==> src/rtl/md_issue_ctrl.sv <==
// EX-stage sequencer for MIPS multiply/divide: runs MULT/MULTU internally, drives the
// external divider handshake for DIV/DIVU, and owns the architectural HI/LO pair.
module md_issue_ctrl #(
  parameter int MUL_CYCLES = 2,
  parameter int OP_W       = 3
) (
  input  logic            clock,
  input  logic            reset,
  input  logic            flush,
  input  logic            ex_valid,
  input  logic [OP_W-1:0] ex_op,
  input  logic [31:0]     ex_rs_data,
  input  logic [31:0]     ex_rt_data,
  output logic            stall_req,
  output logic            div_start,
  output logic            div_unsigned,
  output logic [31:0]     div_opa,
  output logic [31:0]     div_opb,
  input  logic [63:0]     div_result,
  input  logic            div_done,
  output logic [31:0]     hi,
  output logic [31:0]     lo
);

  localparam logic [OP_W-1:0] OP_MULT  = OP_W'(1);
  localparam logic [OP_W-1:0] OP_MULTU = OP_W'(2);
  localparam logic [OP_W-1:0] OP_DIV   = OP_W'(3);
  localparam logic [OP_W-1:0] OP_DIVU  = OP_W'(4);
  localparam logic [OP_W-1:0] OP_MTHI  = OP_W'(5);
  localparam logic [OP_W-1:0] OP_MTLO  = OP_W'(6);

  localparam int CNT_W = (MUL_CYCLES > 1) ? $clog2(MUL_CYCLES) : 1;
  localparam logic [CNT_W-1:0] MUL_LOAD = CNT_W'(MUL_CYCLES - 1);

  typedef enum logic [1:0] {
    IDLE     = 2'd0,
    MUL_BUSY = 2'd1,
    DIV_BUSY = 2'd2,
    DONE     = 2'd3
  } state_t;

  state_t           state;
  logic [CNT_W-1:0] mul_cnt;
  logic [31:0]      mul_a;
  logic [31:0]      mul_b;
  logic             mul_signed;

  logic             is_mul;
  logic             is_div;
  logic             is_mthi;
  logic             is_mtlo;
  logic [63:0]      mul_a_ext;
  logic [63:0]      mul_b_ext;
  logic [63:0]      product;

  always_comb begin
    is_mul  = ex_valid && ((ex_op == OP_MULT) || (ex_op == OP_MULTU));
    is_div  = ex_valid && ((ex_op == OP_DIV)  || (ex_op == OP_DIVU));
    is_mthi = ex_valid && (ex_op == OP_MTHI);
    is_mtlo = ex_valid && (ex_op == OP_MTLO);
  end

  // Low 64 bits of the extended-operand product equal the signed product for MULT.
  assign mul_a_ext = {{32{mul_signed & mul_a[31]}}, mul_a};
  assign mul_b_ext = {{32{mul_signed & mul_b[31]}}, mul_b};
  assign product   = mul_a_ext * mul_b_ext;

  // In IDLE the stall must appear in the accept cycle itself, so it is combinational there.
  always_comb begin
    stall_req = 1'b0;
    case (state)
      IDLE:               stall_req = !flush && (is_mul || is_div);
      MUL_BUSY, DIV_BUSY: stall_req = 1'b1;
      default:            stall_req = 1'b0;
    endcase
  end

  always_ff @(posedge clock) begin
    if (reset) begin
      state        <= IDLE;
      mul_cnt      <= '0;
      mul_a        <= '0;
      mul_b        <= '0;
      mul_signed   <= 1'b0;
      div_start    <= 1'b0;
      div_unsigned <= 1'b0;
      div_opa      <= '0;
      div_opb      <= '0;
      hi           <= '0;
      lo           <= '0;
    end else if (flush) begin
      // Cancels any operation, including one completing this very cycle.
      state     <= IDLE;
      mul_cnt   <= '0;
      div_start <= 1'b0;
    end else begin
      case (state)
        IDLE: begin
          if (is_mul) begin
            mul_a      <= ex_rs_data;
            mul_b      <= ex_rt_data;
            mul_signed <= (ex_op == OP_MULT);
            mul_cnt    <= MUL_LOAD;
            state      <= MUL_BUSY;
          end else if (is_div) begin
            div_opa      <= ex_rs_data;
            div_opb      <= ex_rt_data;
            div_unsigned <= (ex_op == OP_DIVU);
            div_start    <= 1'b1;
            state        <= DIV_BUSY;
          end else if (is_mthi) begin
            hi <= ex_rs_data;
          end else if (is_mtlo) begin
            lo <= ex_rs_data;
          end
        end
        MUL_BUSY: begin
          if (mul_cnt != '0) begin
            mul_cnt <= mul_cnt - 1'b1;
          end else begin
            hi    <= product[63:32];
            lo    <= product[31:0];
            state <= DONE;
          end
        end
        DIV_BUSY: begin
          if (div_done) begin
            hi        <= div_result[63:32];
            lo        <= div_result[31:0];
            div_start <= 1'b0;
            state     <= DONE;
          end
        end
        DONE:    state <= IDLE;
        default: state <= IDLE;
      endcase
    end
  end

endmodule

==> config.mk <==
export PLATFORM = sky130hd
export DESIGN_NAME = md_issue_ctrl
export DESIGN_NICKNAME = d
export VERILOG_FILES = /design/src/rtl/md_issue_ctrl.sv
export SDC_FILE = /design/constraint.sdc
export NUM_CORES = 2
export LEC_CHECK = 0
export ABC_CLOCK_PERIOD_IN_PS = 7830
export BUFFER_PORTS_ARGS = -buffer_cell sky130_fd_sc_hd__buf_2
export CORE_MARGIN = 3
export CORE_UTILIZATION = 30
export DETAILED_ROUTE_END_ITERATION = 16
export PLACE_DENSITY_LB_ADDON = 0.3
export SKIP_LAST_GASP = 1
export SLEW_MARGIN = 0
export SYNTH_ARGS = -nofsm -noshare
export SYNTH_HDL_FRONTEND = slang
export SYNTH_SLANG_ARGS = --single-unit
==> constraint.sdc <==
create_clock -name clock -period 7.83 [get_ports clock]
set_input_delay 0.3915 -clock clock [delete_from_list [all_inputs] [get_ports clock]]
set_output_delay 0.3915 -clock clock [all_outputs]
set_load 0.01 [all_outputs]
==> run summary <==
Max Cap Viol: 0
Row count: 143
PwrDens: 47.6 nW/um^2
Vias post-DR: 37000
Synth top area share: 48.8%
Minimum clock period: 7.79 ns
Core Area: 152000 um^2
Final hold violation count: 0
DRC viols: 0
Most frequent cells after synthesis: inv_1, fa_1, nand2_1, and2_1, clkbuf_1
Required time worst endpoint: 8.23 ns
Fraction of registers with async set/reset: 0%
Count of buffer and inverter cells on the critical path: 8
Slew Limit Fails: 0
Die Area: 159000 um^2
Worst setup EP type: flop
CTS Sinks: 198
Total CTS buffers: 17
Vias in the first global route: 39500
Most frequent CP cell: fa_1
Fin crit share: 99.5%
M1 GR Usage: 25.7%
Setup-failing EPs final: 0
Share of the yosys chip area belonging to registers: 8.59%
Syn_nets: 6730
CTS max path bufs: 2
Post-Synth XOR/XNOR Area: 1.40%
Clk pwr share: 39.6%
Adder-Cell Fraction of Synth Area: 54.7%
GR Util met2: 34.5%
Stages on the worst setup path: 28
Synth Area in Compound Gates: 7.02%
RePlAce Congestion: 0.900
Slowest CP cell: fa_1
Global-route wire length before repair: 239000 um
Gr usage total: 19.7%
GRT overflow: 0
Worst Path Arrival: 8.19 ns
Worst setup margin: 0.0362 ns
Static leakage: 26.0 nW
Nets: 7139
Dpl cell area: 52400 um^2
DR WL/cell: 20.4 um
Total wire length: 157000 um
Antenna violations before repair: 11
R2r setup slk: 0.04 ns
CP Max Fanout: 5
NetSw: 0.933 mW
Mux cell area share after synthesis: 0.0217%
Ports: 267
Comb power frac: 20.3%
Syn_area_per_cell: 8.78 um^2
Library cells used by synthesis: 86
Grt peak-use layer: met2
Post-synthesis register bit count: 198
Crit path to: hi[30]
FF-to-FF End: hi[30]
Sequential share of power: 40.1%
CTS tree: done
Hold Crit Class: in -> reg
Syn Std Cell Area: 46100 um^2
Area leader, netlist: fa_1
Die width: 398 um
Largest family of logic cells by synthesized area: adder cells
Status: finished, final reports clean
Most frequent cell after synthesis: inv_1
Finished Cell Area: 55000 um^2
Worst slew pin tran: 1.05 ns
Layout Skew: 0.0257 ns
RSZ-0062 raised after global routing: true
VDD IR max: 131 uV
First-iteration detailed-routing DRC count: 2634
IO buf count: 266
Setup WS pre-CTS: -0.356 ns
CP startpoint: mul_b[6]
Post-synth EDFFs: 0
Setup TNS: 0 ns
Area delta synth->final: 19.1%
Hpwl dp: 129000 um
Top cells by area, synth: fa_1, inv_1, nand2_1, dfxtp_1, ha_1
Cells after DPL: 7611
Largest net degree at the start of global routing: 93
R2R depth: 28
Commonest register cell after synthesis: dfxtp_1
Max-slew headroom at the worst pin: 29.9%
Die height: 398 um
WHS: 0.140 ns
Initial Util: 30.3%
Switching Share: 35.7%
Worst R2R Start: mul_b[6]
CP max stage delay: 0.54 ns
Root buf cell: clkbuf_16
Internal power: 1.68 mW
CTS Hold Bufs: 0
Layout cells sized above 1: 17.7%
Clock Latency Late Sink: 0.49 ns
Syn Inst Count: 5253
Max frequency: 128 MHz
CTS clk-pin slew, worst paths: 0.10 ns
TritonRoute pass-1 iters: 6
Global routing usage on met3: 1.94%
Yosys warnings: 0
DRT antenna net count: 0
Crit path kind: reg -> reg
H-Tree Depth: 4
CP top delay family: adder cells
Synth Area in Simple Gates: 16.2%
CP Launch Type: flop
Non-Filler Instances: 7713
Vias per cell: 4.80
[power by group through the flow]
stage               sequential, mW  combinational (mW)  clock [mW]
floorplan                     1.08               0.221           0
global placement              1.08               0.488           0
detailed placement            1.08               0.490           0
CTS                           1.05               0.497        1.05
global route                  1.05               0.560        1.09
finish                        1.05               0.531        1.04
[worst min path at each step]
stage	from	to	cells after the start
after floorplan	flush	div_start	1
after CTS	ex_rt_data[27]	div_opb[27]	3
after global placement	hi[7]	hi[7]	2
final	ex_rt_data[24]	mul_b[24]	3
after detailed placement	div_opa[29]	div_opa[29]	2
after global routing	ex_rt_data[24]	mul_b[24]	3
[per-stage QoR]
stage	utilization [%]	power, mW
final	36.0	2.62
after global routing	36.0	2.70
after CTS	35.0	2.60
after detailed placement	34.4	1.57
after global placement	34.4	1.56
after floorplan	-	1.30
[per-layer routing]
layer / part of all wire [%] / wire length, um
met1: 41 / 63900
met2: 50 / 79100
met3: 5.7 / 8900
met4: 3.3 / 5190
met5: 0.0038 / 6
[sequential cells by signal, indices dropped and copies added (netlist names)]
name / cells
mul_b: 32
div_opa: 32
div_unsigned: 1
state: 2
div_opb: 32
mul_signed: 1
mul_a: 32
mul_cnt: 1
div_start: 1
lo: 32
hi: 32
[repair_timing]
item / in CTS / in global routing
pin swaps: 18 / 139
buffers inserted: 2 / 52
resized for setup: 60 / 246
endpoints found under the setup margin: 31 / 39
gates cloned: 1 / 9
hold endpoints to repair: 0 / 0
[kinds of logic after synthesis]
kind of cell,after synthesis
AO/OA/AOI/OAI,493
XOR/XNOR,74
adder cells (fa/ha/maj),1341
buffers and inverters,1461
flip-flops,198
multiplexers,1
AND/OR/NAND/NOR,1685
[cell type report]
class | instances | area (um^2)
antenna | 8 | 20.0
clock buffer | 17 | 425
clock inverter | 15 | 241
fill | 15700 | 97500
inverter | 1140 | 4290
multi-input combinational | 3594 | 37600
sequential | 198 | 4030
tap | 2030 | 2540
timing repair buffer | 711 | 5840
[cell usage in the layout, fill, tap and decap left out, types with 28 or more instances in the layout]
cell and instances:
xnor2_1 46, buf_12 72, o21ai_0 35, and2_1 344, a21oi_1 216, dfxtp_1 171, a21o_1 28, inv_1 1112
buf_2 265, fa_2 42, buf_4 337, nand2_1 1073, fa_1 1083, nor2_1 132, ha_1 194
[worst min-delay path, delay by kind of cell]
kind	cells	cell delay, ns
buf+inv	1	0.11
compound gates	1	0.05
simple gates	1	0.05
(Power assumes the default switching activity.)
